### config.mk
export PLATFORM = sky130hd
export DESIGN_NAME = audio_cmd_ctrl
export DESIGN_NICKNAME = d
export VERILOG_FILES = /design/src/rtl/audio_pkg.sv /design/src/rtl/audio_cmd_decode.sv /design/src/rtl/audio_cmd_ctrl.sv
export SDC_FILE = /design/constraint.sdc
export NUM_CORES = 1
export LEC_CHECK = 0
export ABC_AREA = 1
export CORE_AREA = 2 2 39 41
export CTS_CLUSTER_DIAMETER = 40
export DETAILED_ROUTE_END_ITERATION = 8
export DIE_AREA = 0 0 41 43
export PLACE_DENSITY = 0.73
export SETUP_SLACK_MARGIN = 0.5
export SLEW_MARGIN = 15
export SYNTH_ARGS = -nofsm -noshare
export SYNTH_HDL_FRONTEND = slang
export SYNTH_SLANG_ARGS = --single-unit
### constraint.sdc
create_clock -name i_clk -period 2.7 [get_ports i_clk]
set_input_delay 0.27 -clock i_clk [delete_from_list [all_inputs] [get_ports i_clk]]
set_output_delay 0.27 -clock i_clk [all_outputs]
set_load 0.02 [all_outputs]
### src/rtl/audio_pkg.sv
// Shared definitions for the Bluetooth command playback controller:
// command byte layout, FSM state encoding and decoded command kinds.
package audio_pkg;

  localparam logic [7:0] CMD_STOP_BYTE = 8'h00;
  localparam int         CMD_LOOP_BIT  = 7;
  localparam int         CMD_TRK_MSB   = 6;

  typedef enum logic [1:0] {
    ST_IDLE,
    ST_PLAY,
    ST_STOPPING,
    ST_GAP
  } state_t;

  typedef enum logic [1:0] {
    CMD_NONE,
    CMD_PLAY,
    CMD_STOP,
    CMD_BAD
  } cmd_kind_t;

  // Track-select width: clog2 of the track count, never narrower than 1 bit.
  function automatic int trk_width(input int n);
    return (n > 2) ? $clog2(n) : 1;
  endfunction

endpackage

### src/rtl/audio_cmd_decode.sv
// Registered decoder turning a received UART byte into {kind, track, loop}
// and a one-cycle error pulse for bytes that are not a valid command.
module audio_cmd_decode
  import audio_pkg::*;
#(
  parameter int NUM_TRACKS = 4,
  parameter int TRK_W      = 2
) (
  input  logic             i_clk,
  input  logic             i_rst,
  input  logic [7:0]       rx_data,
  input  logic             rx_valid,
  output cmd_kind_t        kind,
  output logic [TRK_W-1:0] trk,
  output logic             loop,
  output logic             cmd_err
);

  localparam int                KW    = CMD_TRK_MSB + 1;
  localparam logic [KW-1:0]     MAX_K = KW'(NUM_TRACKS);

  logic [KW-1:0] k;
  cmd_kind_t     kind_d;

  assign k = rx_data[CMD_TRK_MSB:0];

  // 0x80 has k=0 but is not the stop byte, so it falls through to BAD.
  always_comb begin
    kind_d = CMD_NONE;
    if (rx_valid) begin
      if (rx_data == CMD_STOP_BYTE) begin
        kind_d = CMD_STOP;
      end else if ((k != '0) && (k <= MAX_K)) begin
        kind_d = CMD_PLAY;
      end else begin
        kind_d = CMD_BAD;
      end
    end
  end

  always_ff @(posedge i_clk) begin
    if (i_rst) begin
      kind    <= CMD_NONE;
      trk     <= '0;
      loop    <= 1'b0;
      cmd_err <= 1'b0;
    end else begin
      kind    <= kind_d;
      trk     <= TRK_W'(k - KW'(1));
      loop    <= rx_data[CMD_LOOP_BIT];
      cmd_err <= (kind_d == CMD_BAD);
    end
  end

endmodule

### src/rtl/audio_cmd_ctrl.sv
// Playback controller: turns decoded play/loop/stop commands into engine
// enable and track select, with cut-now or finish-first stop policy.
//
//   state       | meaning
//   ------------+-----------------------------------------------------------
//   ST_IDLE     | engine disabled, waiting for a PLAY command
//   ST_PLAY     | engine enabled, current song playing
//   ST_STOPPING | engine enabled, song finishing after a STOP (finish mode)
//   ST_GAP      | engine held low between songs, gap down-counter running
module audio_cmd_ctrl
  import audio_pkg::*;
#(
  parameter  int NUM_TRACKS  = 4,
  parameter  int FINISH_MODE = 0,
  parameter  int GAP_CYCLES  = 1,
  localparam int TRK_W       = trk_width(NUM_TRACKS)
) (
  input  logic             i_clk,
  input  logic             i_rst,
  input  logic [7:0]       i_rx_data,
  input  logic             i_rx_valid,
  input  logic             i_song_done,
  output logic             o_song_enable,
  output logic [TRK_W-1:0] o_song_sel,
  output logic             o_busy,
  output logic             o_led_n,
  output logic             o_cmd_err
);

  localparam int               GAP_W    = (GAP_CYCLES > 1) ? $clog2(GAP_CYCLES) : 1;
  localparam logic [GAP_W-1:0] GAP_LOAD = GAP_W'(GAP_CYCLES - 1);

  cmd_kind_t        dec_kind;
  logic [TRK_W-1:0] dec_trk;
  logic             dec_loop;

  state_t           state_q, state_d;
  logic [TRK_W-1:0] sel_q, sel_d;
  logic             loop_q, loop_d;
  logic             pend_vld_q, pend_vld_d;
  logic [TRK_W-1:0] pend_trk_q, pend_trk_d;
  logic             pend_loop_q, pend_loop_d;
  logic [GAP_W-1:0] gap_q, gap_d;
  logic             done_q;

  logic song_en;
  logic done_evt;
  logic cmd_play;
  logic cmd_stop;

  audio_cmd_decode #(
    .NUM_TRACKS (NUM_TRACKS),
    .TRK_W      (TRK_W)
  ) u_decode (
    .i_clk    (i_clk),
    .i_rst    (i_rst),
    .rx_data  (i_rx_data),
    .rx_valid (i_rx_valid),
    .kind     (dec_kind),
    .trk      (dec_trk),
    .loop     (dec_loop),
    .cmd_err  (o_cmd_err)
  );

  assign song_en  = (state_q == ST_PLAY) || (state_q == ST_STOPPING);
  assign done_evt = i_song_done && !done_q && song_en;
  assign cmd_play = (dec_kind == CMD_PLAY);
  assign cmd_stop = (dec_kind == CMD_STOP);

  always_comb begin
    state_d     = state_q;
    sel_d       = sel_q;
    loop_d      = loop_q;
    pend_vld_d  = pend_vld_q;
    pend_trk_d  = pend_trk_q;
    pend_loop_d = pend_loop_q;
    gap_d       = gap_q;

    unique case (state_q)
      ST_IDLE: begin
        if (cmd_play) begin
          sel_d   = dec_trk;
          loop_d  = dec_loop;
          state_d = ST_PLAY;
        end
      end

      ST_PLAY, ST_STOPPING: begin
        if (FINISH_MODE == 0) begin
          if (cmd_stop) begin
            state_d = ST_IDLE;
          end else if (cmd_play) begin
            sel_d   = dec_trk;
            loop_d  = dec_loop;
            state_d = ST_GAP;
            gap_d   = GAP_LOAD;
          end else if (done_evt) begin
            if (loop_q) begin
              state_d = ST_GAP;
              gap_d   = GAP_LOAD;
            end else begin
              state_d = ST_IDLE;
            end
          end
        end else begin
          if (cmd_stop) begin
            loop_d     = 1'b0;
            pend_vld_d = 1'b0;
            state_d    = done_evt ? ST_IDLE : ST_STOPPING;
          end else if (cmd_play) begin
            // A play arriving with the done edge is queued and consumed at once.
            if (done_evt) begin
              sel_d      = dec_trk;
              loop_d     = dec_loop;
              pend_vld_d = 1'b0;
              state_d    = ST_GAP;
              gap_d      = GAP_LOAD;
            end else begin
              pend_vld_d  = 1'b1;
              pend_trk_d  = dec_trk;
              pend_loop_d = dec_loop;
              loop_d      = 1'b0;
            end
          end else if (done_evt) begin
            if (pend_vld_q) begin
              sel_d      = pend_trk_q;
              loop_d     = pend_loop_q;
              pend_vld_d = 1'b0;
              state_d    = ST_GAP;
              gap_d      = GAP_LOAD;
            end else if (loop_q) begin
              state_d = ST_GAP;
              gap_d   = GAP_LOAD;
            end else begin
              state_d = ST_IDLE;
            end
          end
        end
      end

      ST_GAP: begin
        if (cmd_stop) begin
          state_d = ST_IDLE;
        end else begin
          if (cmd_play) begin
            sel_d  = dec_trk;
            loop_d = dec_loop;
          end
          if (gap_q == '0) begin
            state_d = ST_PLAY;
          end else begin
            gap_d = gap_q - GAP_W'(1);
          end
        end
      end

      default: state_d = ST_IDLE;
    endcase

    if (state_d == ST_IDLE) begin
      pend_vld_d = 1'b0;
    end
  end

  always_ff @(posedge i_clk) begin
    if (i_rst) begin
      state_q     <= ST_IDLE;
      sel_q       <= '0;
      loop_q      <= 1'b0;
      pend_vld_q  <= 1'b0;
      pend_trk_q  <= '0;
      pend_loop_q <= 1'b0;
      gap_q       <= '0;
      done_q      <= 1'b0;
    end else begin
      state_q     <= state_d;
      sel_q       <= sel_d;
      loop_q      <= loop_d;
      pend_vld_q  <= pend_vld_d;
      pend_trk_q  <= pend_trk_d;
      pend_loop_q <= pend_loop_d;
      gap_q       <= gap_d;
      done_q      <= i_song_done;
    end
  end

  assign o_song_enable = song_en;
  assign o_song_sel    = sel_q;
  assign o_busy        = (state_q != ST_IDLE);
  assign o_led_n       = (state_q == ST_IDLE);

endmodule

==> results.tsv, run 1 <==
stage	metric	value	unit
power	Leak	0.390	nW
floorplan	I/O pin total	18	
timing	final worst path period share	0.708	
setup_path	CP Data Arrival Time	1.64	ns
power	switching share of total power	0.364	
setup_path	nature of the critical path startpoint	flip-flop	
timing	clk_skew	0.00392	ns
drt	Avg Vias per Cell	4.62	
synth	top cell type's share of synthesized area	0.439	
placed_design	Detail Placement HPWL	805	um
clock_tree	htree depth	1	
synth	Synth Instances	79	
floorplan	width of the die	41	um
power	Reg power frac	0.314	
setup_path	critical-path maximum fanout	4	
synth	Synth Warn #	0	
floorplan	Core ar.	1380	um^2
synth	sequential area share after synthesis	0.439	
timing	max frequency	523	MHz
drt	ANT nets after route	0	
placed_design	Port Buffers	17	
setup_path	WP data required	2.43	ns
global_routing	largest net degree at the start of global routing	11	
synth	predominant post-synthesis flop cell	dfxtp_1	
global_routing	initial antenna violation count	0	
timing	Final Hold Fails	0	
timing	actual slew at the worst max-slew pin	0.238	ns
power	Clock Power Share	0.212	
global_routing	vias in the first global route	433	
synth	synth cell count leaders	inv_1, nor2_1, nand2_1	
clock_tree	root buf cell	clkbuf_4	
global_routing	gr ovfl total	0	
timing	hold slack	0.456	ns
worst_hold_path	Hold Crit Class	flip-flop to flip-flop	
synth	Post-synth ARST share	0	
synth	Post-synth EDFFs	0	
floorplan	Die ar.	1760	um^2
timing	RSZ-0062 raised after global routing	no	
clock_tree	CTS tree	done	
clock_tree	Clk Latency, worst-skew pair	0.27	ns
power	P_int	0.000423	W
placed_design	Placer Congestion	0.669	
setup_path	kind of end point of the critical path	output pin	
synth	Synth cell types	11	
clock_tree	Hold-fix buffers, CTS	0	
timing	post-route minimum period	1.91	ns
synth	Synth Cell Area	547	um^2
synth	Mapped Nets	94	
drt	Routed WL per cell	8.18	um
floorplan	site row count	14	
clock_tree	# Post-CTS Setup Buffers	0	
setup_path	critical path class	flip-flop to output pin	
power	Pwr Density	860	nW/um^2
global_routing	first-pass GRT wire length	1590	um
timing	Final Max Slew Viols	0	
clock_tree	worst-case clock buffer depth	2	
drt	DR pass1 iterations	1	
floorplan	die height	43	um
synth	Syn Area/Cell	6.92	um^2
power	P_sw	0.000242	W
floorplan	starting density of the core	0.395	
run	number of max-cap violations	0	
power	combinational power share	0.474	
cells_and_area	layout cells sized above 1	0.0800	
cells_and_area	number of diodes	0	
clock_tree	Post-CTS Resized	0	
drt	DR iter-0 viols	0	
synth	post-synth top area cell	dfxtp_1	
drt	DRC	0	
clock_tree	CTS buffer count	3	
timing	Rel. slew slack	0.841	
power	Worst VDD drop	324	uV
synth	Synth area leaders	dfxtp_1, inv_1, nor2_1, nand2_1, ha_1	
timing	setup_tns	0	ns
timing	setup violators final	0	
synth	Yosys reg bits	12	
drt	DRT Wirelength	949	um
global_routing	gr usage total	0.134	
clock_tree	clock slew seen by the registers of the worst setup and hold paths	0.07	ns
drt	Vias	536	
cells_and_area	P&R area growth vs syn	41.4	%
cells_and_area	Nets	116	
clock_tree	Num Clock Sinks	12	
run_status	status	finished, final reports clean	
power by group through the flow:
stage | logic, W | clock network [W] | registers [W]
4_1_cts | 0.000318 | 0.000146 | 0.000209
3_3_place_gp | 0.000307 | 0 | 0.000212
5_1_grt | 0.000348 | 0.000152 | 0.000213
3_5_place_dp | 0.000318 | 0 | 0.000213
2_1_floorplan | 0.000201 | 0 | 0.000215
6_report | 0.000315 | 0.000141 | 0.000209
logic make-up after synthesis:
| kind of cell | synth area share |
|---|---|
| compound gates | 0.0709 |
| flops | 0.439 |
| buf+inv | 0.117 |
| simple gates | 0.304 |
| fa+ha+maj | 0.0687 |
sequential cells by signal (all words and copies together) (netlist names):
register and flops:
done_q 1, u_decode.cmd_err 1, o_song_sel 2, loop_q 1
u_decode.loop 1, u_decode.kind 2, u_decode.trk 2, state_q 2
worst paths after layout:
path / startpoint / to / slack [ns] / depth (start not counted)
worst max register to register: state_q[0] / state_q[0] / 1.42 / 8
worst min register to register: loop_q / loop_q / 0.46 / 2
worst min-delay path: loop_q / loop_q / 0.46 / 2
worst max-delay path: state_q[0] / o_song_enable / 0.79 / 3
layer usage:
metal	wire (um)	up-vias	share of wire	track usage
met5	0	-	0	0
met4	29	0	0.031	0.100
met3	58	5	0.061	0.0314
met2	461	18	0.49	0.209
met1	400	234	0.42	0.146
li1	-	279	-	-
final cells by class:
type	count	area, um^2
clock buffer	4	36.3
timing repair buffer	17	170
fill	144	611
multi-input combinational	50	243
tap	16	20.0
inverter	17	63.8
sequential	12	240
per-stage QoR:
step                cell area [um^2]  cells  power, W   util  worst slack [ns]
CTS                              773    116  0.000673  0.559             0.776
global route                     773    116  0.000713  0.559             0.696
finish                           773    116  0.000665  0.559             0.790
detailed placement               737    112  0.000531  0.533              1.08
floorplan                        547     79  0.000416      -              1.43
global placement                 737    112  0.000519  0.533              1.12
worst max-delay path, stage by stage, from the launching register on:
cell	delay, ns
dfxtp_1	0.33
inv_1	0.06
ha_1	0.35
clkdlybuf4s50_1	0.62
cells in the final DEF, fill, tap and decap left out:
| master | n |
|---|---|
| o21ai_0 | 3 |
| clkbuf_8 | 1 |
| o21ai_2 | 1 |
| ha_1 | 3 |
| dfxtp_1 | 12 |
| a21oi_1 | 3 |
| nor3_1 | 2 |
| nand3_1 | 5 |
| inv_1 | 17 |
| nand2_2 | 3 |
| clkdlybuf4s50_1 | 17 |
| clkbuf_4 | 3 |
| nor2_1 | 17 |
| nand2_1 | 13 |
Power figures use the tool's default switching activity.
==> run 2, diff against run 1 <==
CORE_AREA = not set   (was 2 2 39 41)
CORE_UTILIZATION = 42   (was not set)
DIE_AREA = not set   (was 0 0 41 43)
PLACE_DENSITY = 0.74   (was 0.73)
clock period = 1.8 ns   (was 2.7 ns; I/O delays follow)
==> run 2 against run 1 <==
Clock power is 13% higher; via count shrank 7.3%; critical path type unchanged; final cell count down 2.6%; global-route usage rose by 2.8 points; combinational power rose by 57%; setup slack worse by 0.27 ns; final area is 2.1% lower; non-clock buffer count is the same; hold slack got worse by 0.0040 ns; register-to-register slack got worse by 0.81 ns.
==> results.tsv, run 2 (synthesis gave the netlist of run 1 again) <==
stage	metric	value	unit
cells_and_area	Reg area	241	um^2
drt	ANT nets after route	0	
placed_design	Detail Placement HPWL	779	um
clock_tree	# Post-CTS Setup Buffers	0	
timing	setup violators final	0	
global_routing	vias in the first global route	397	
clock_tree	Post-CTS Resized	17	
cells_and_area	number of diodes	0	
worst_hold_path	Hold Crit Class	primary input to flip-flop	
timing	actual slew at the worst max-slew pin	0.271	ns
global_routing	gr ovfl total	0	
setup_path	nature of the critical path startpoint	flip-flop	
timing	setup_tns	0	ns
clock_tree	htree depth	1	
clock_tree	CTS tree	done	
setup_path	WP data required	1.62	ns
drt	Vias	497	
timing	final worst path period share	0.709	
cells_and_area	most common library cell in the layout ignoring fill and taps	nor2_1	
clock_tree	clock slew seen by the registers of the worst setup and hold paths	0.07	ns
run_status	status	finished, final reports clean	
clock_tree	root buf cell	clkbuf_4	
drt	Routed WL per cell	8.84	um
clock_tree	Hold-fix buffers, CTS	0	
timing	post-route minimum period	1.28	ns
drt	DR pass1 iterations	3	
timing	Worst Setup Slack, final	0.523	ns
placed_design	Placer Congestion	0.658	
drt	DRT Wirelength	999	um
setup_path	Crit path largest cell delay	0.33	ns
timing	RSZ-0062 raised after global routing	no	
clock_tree	Num Clock Sinks	12	
global_routing	largest net degree at the start of global routing	11	
setup_path	critical-path maximum fanout	4	
cells_and_area	multi-input logic area	255	um^2
placed_design	Place WS	0.284	ns
cells_and_area	layout cells sized above 1	0.131	
setup_path	R2R Setup Slk	0.61	ns
global_routing	gr usage total	0.162	
setup_path	sequence of cells on the critical path	inv_1 > ha_4 > buf_4	
timing	clk_skew	0.000286	ns
floorplan	I/O pin total	18	
drt	DRC	0	
cells_and_area	Nets	116	
placed_design	Port Buffers	17	
timing	Final Max Slew Viols	0	
timing	Rel. slew slack	0.819	
setup_path	critical path class	flip-flop to output pin	
floorplan	starting density of the core	0.473	
clock_tree	CTS buffer count	3	
setup_path	kind of end point of the critical path	output pin	
clock_tree	worst-case clock buffer depth	2	
cells_and_area	P&R area growth vs syn	38.4	%
timing	max frequency	783	MHz
floorplan	die height	38.1	um
clock_tree	Clk Latency, worst-skew pair	0.26	ns
floorplan	site row count	12	
power	Leak	0.397	nW
power	Worst VDD drop	621	uV
global_routing	first-pass GRT wire length	1520	um
cells_and_area	# fillers	113	
cells_and_area	most frequent cells in the layout	nor2_1, inv_1, nand2_1	
power	Pwr Density	1280	nW/um^2
floorplan	Core ar.	1160	um^2
drt	Avg Vias per Cell	4.40	
setup_path	CP Data Arrival Time	1.10	ns
timing	Final Hold Fails	0	
floorplan	width of the die	38.1	um
run	number of max-cap violations	0	
floorplan	Die ar.	1450	um^2
setup_path	Crit-path slowest cell	dfxtp_2	
drt	DR iter-0 viols	6	
global_routing	initial antenna violation count	0	
==> run 2: cell count changes in the layout (fill, tap and decap cells not counted) <==
cell and delta:
dlygate4sd2_1 +3, ha_4 +1, clkdlybuf4s50_1 -6, dfxtp_1 -1, dfxtp_2 +1, buf_4 +2
inv_2 +1, inv_1 -1, ha_1 -1, buf_2 +1, clkbuf_8 -1
==> run 2: worst paths after layout <==
| check | start | endpoint | cells past startpoint |
|---|---|---|---|
| setup / recovery | state_q[1] | o_song_enable | 3 |
| setup reg to reg | state_q[1] | state_q[1] | 7 |
| hold reg to reg | loop_q | loop_q | 2 |
| hold / removal | i_rx_data[7] | u_decode.loop | 3 |
==> run 2: layer usage <==
metal / GRT usage / vias up / part of all wire / routed length, um
li1: - / 280 / - / -
met5: 0 / - / 0 / 0
met1: 0.182 / 200 / 0.46 / 456
met2: 0.246 / 15 / 0.49 / 490
met3: 0.0523 / 2 / 0.033 / 33
met4: 0.134 / 0 / 0.018 / 18
==> run 2: through the flow <==
stage | total power [W] | hold WS (ns) | utilization | cells | cell area (um^2)
finish | 0.000970 | 0.452 | 0.655 | 113 | 757
global route | 0.00104 | 0.477 | 0.655 | 113 | 757
CTS | 0.000915 | 0.446 | 0.643 | 113 | 743
detailed placement | 0.000790 | 0.450 | 0.635 | 110 | 734
global placement | 0.000779 | 0.443 | 0.635 | 110 | 734
floorplan | 0.000625 | 0.247 | - | 79 | 547
==> run 2: cell type report <==
cell class | instances | share of cell area
inverters | 17 | 0.0843
multi-input cells | 50 | 0.337
clock buffers | 3 | 0.0298
well taps | 14 | 0.0231
flip-flops and latches | 12 | 0.319
repair buffers | 17 | 0.207
==> run 2: critical path: cells and delay by family, from the launching register on <==
| kind | cells | cell delay, ns |
|---|---|---|
| DFF | 1 | 0.33 |
| buffers and inverters | 2 | 0.21 |
| adders and majority gates | 1 | 0.30 |
==> run 2: power breakdown <==
part	leakage, nW	switching, W	internal [W]
sequential	0.0999	0.0000154	0.000302
clock	0.0138	0.0000824	0.0000772
combinational	0.283	0.000275	0.000219
total	0.397	0.000372	0.000598
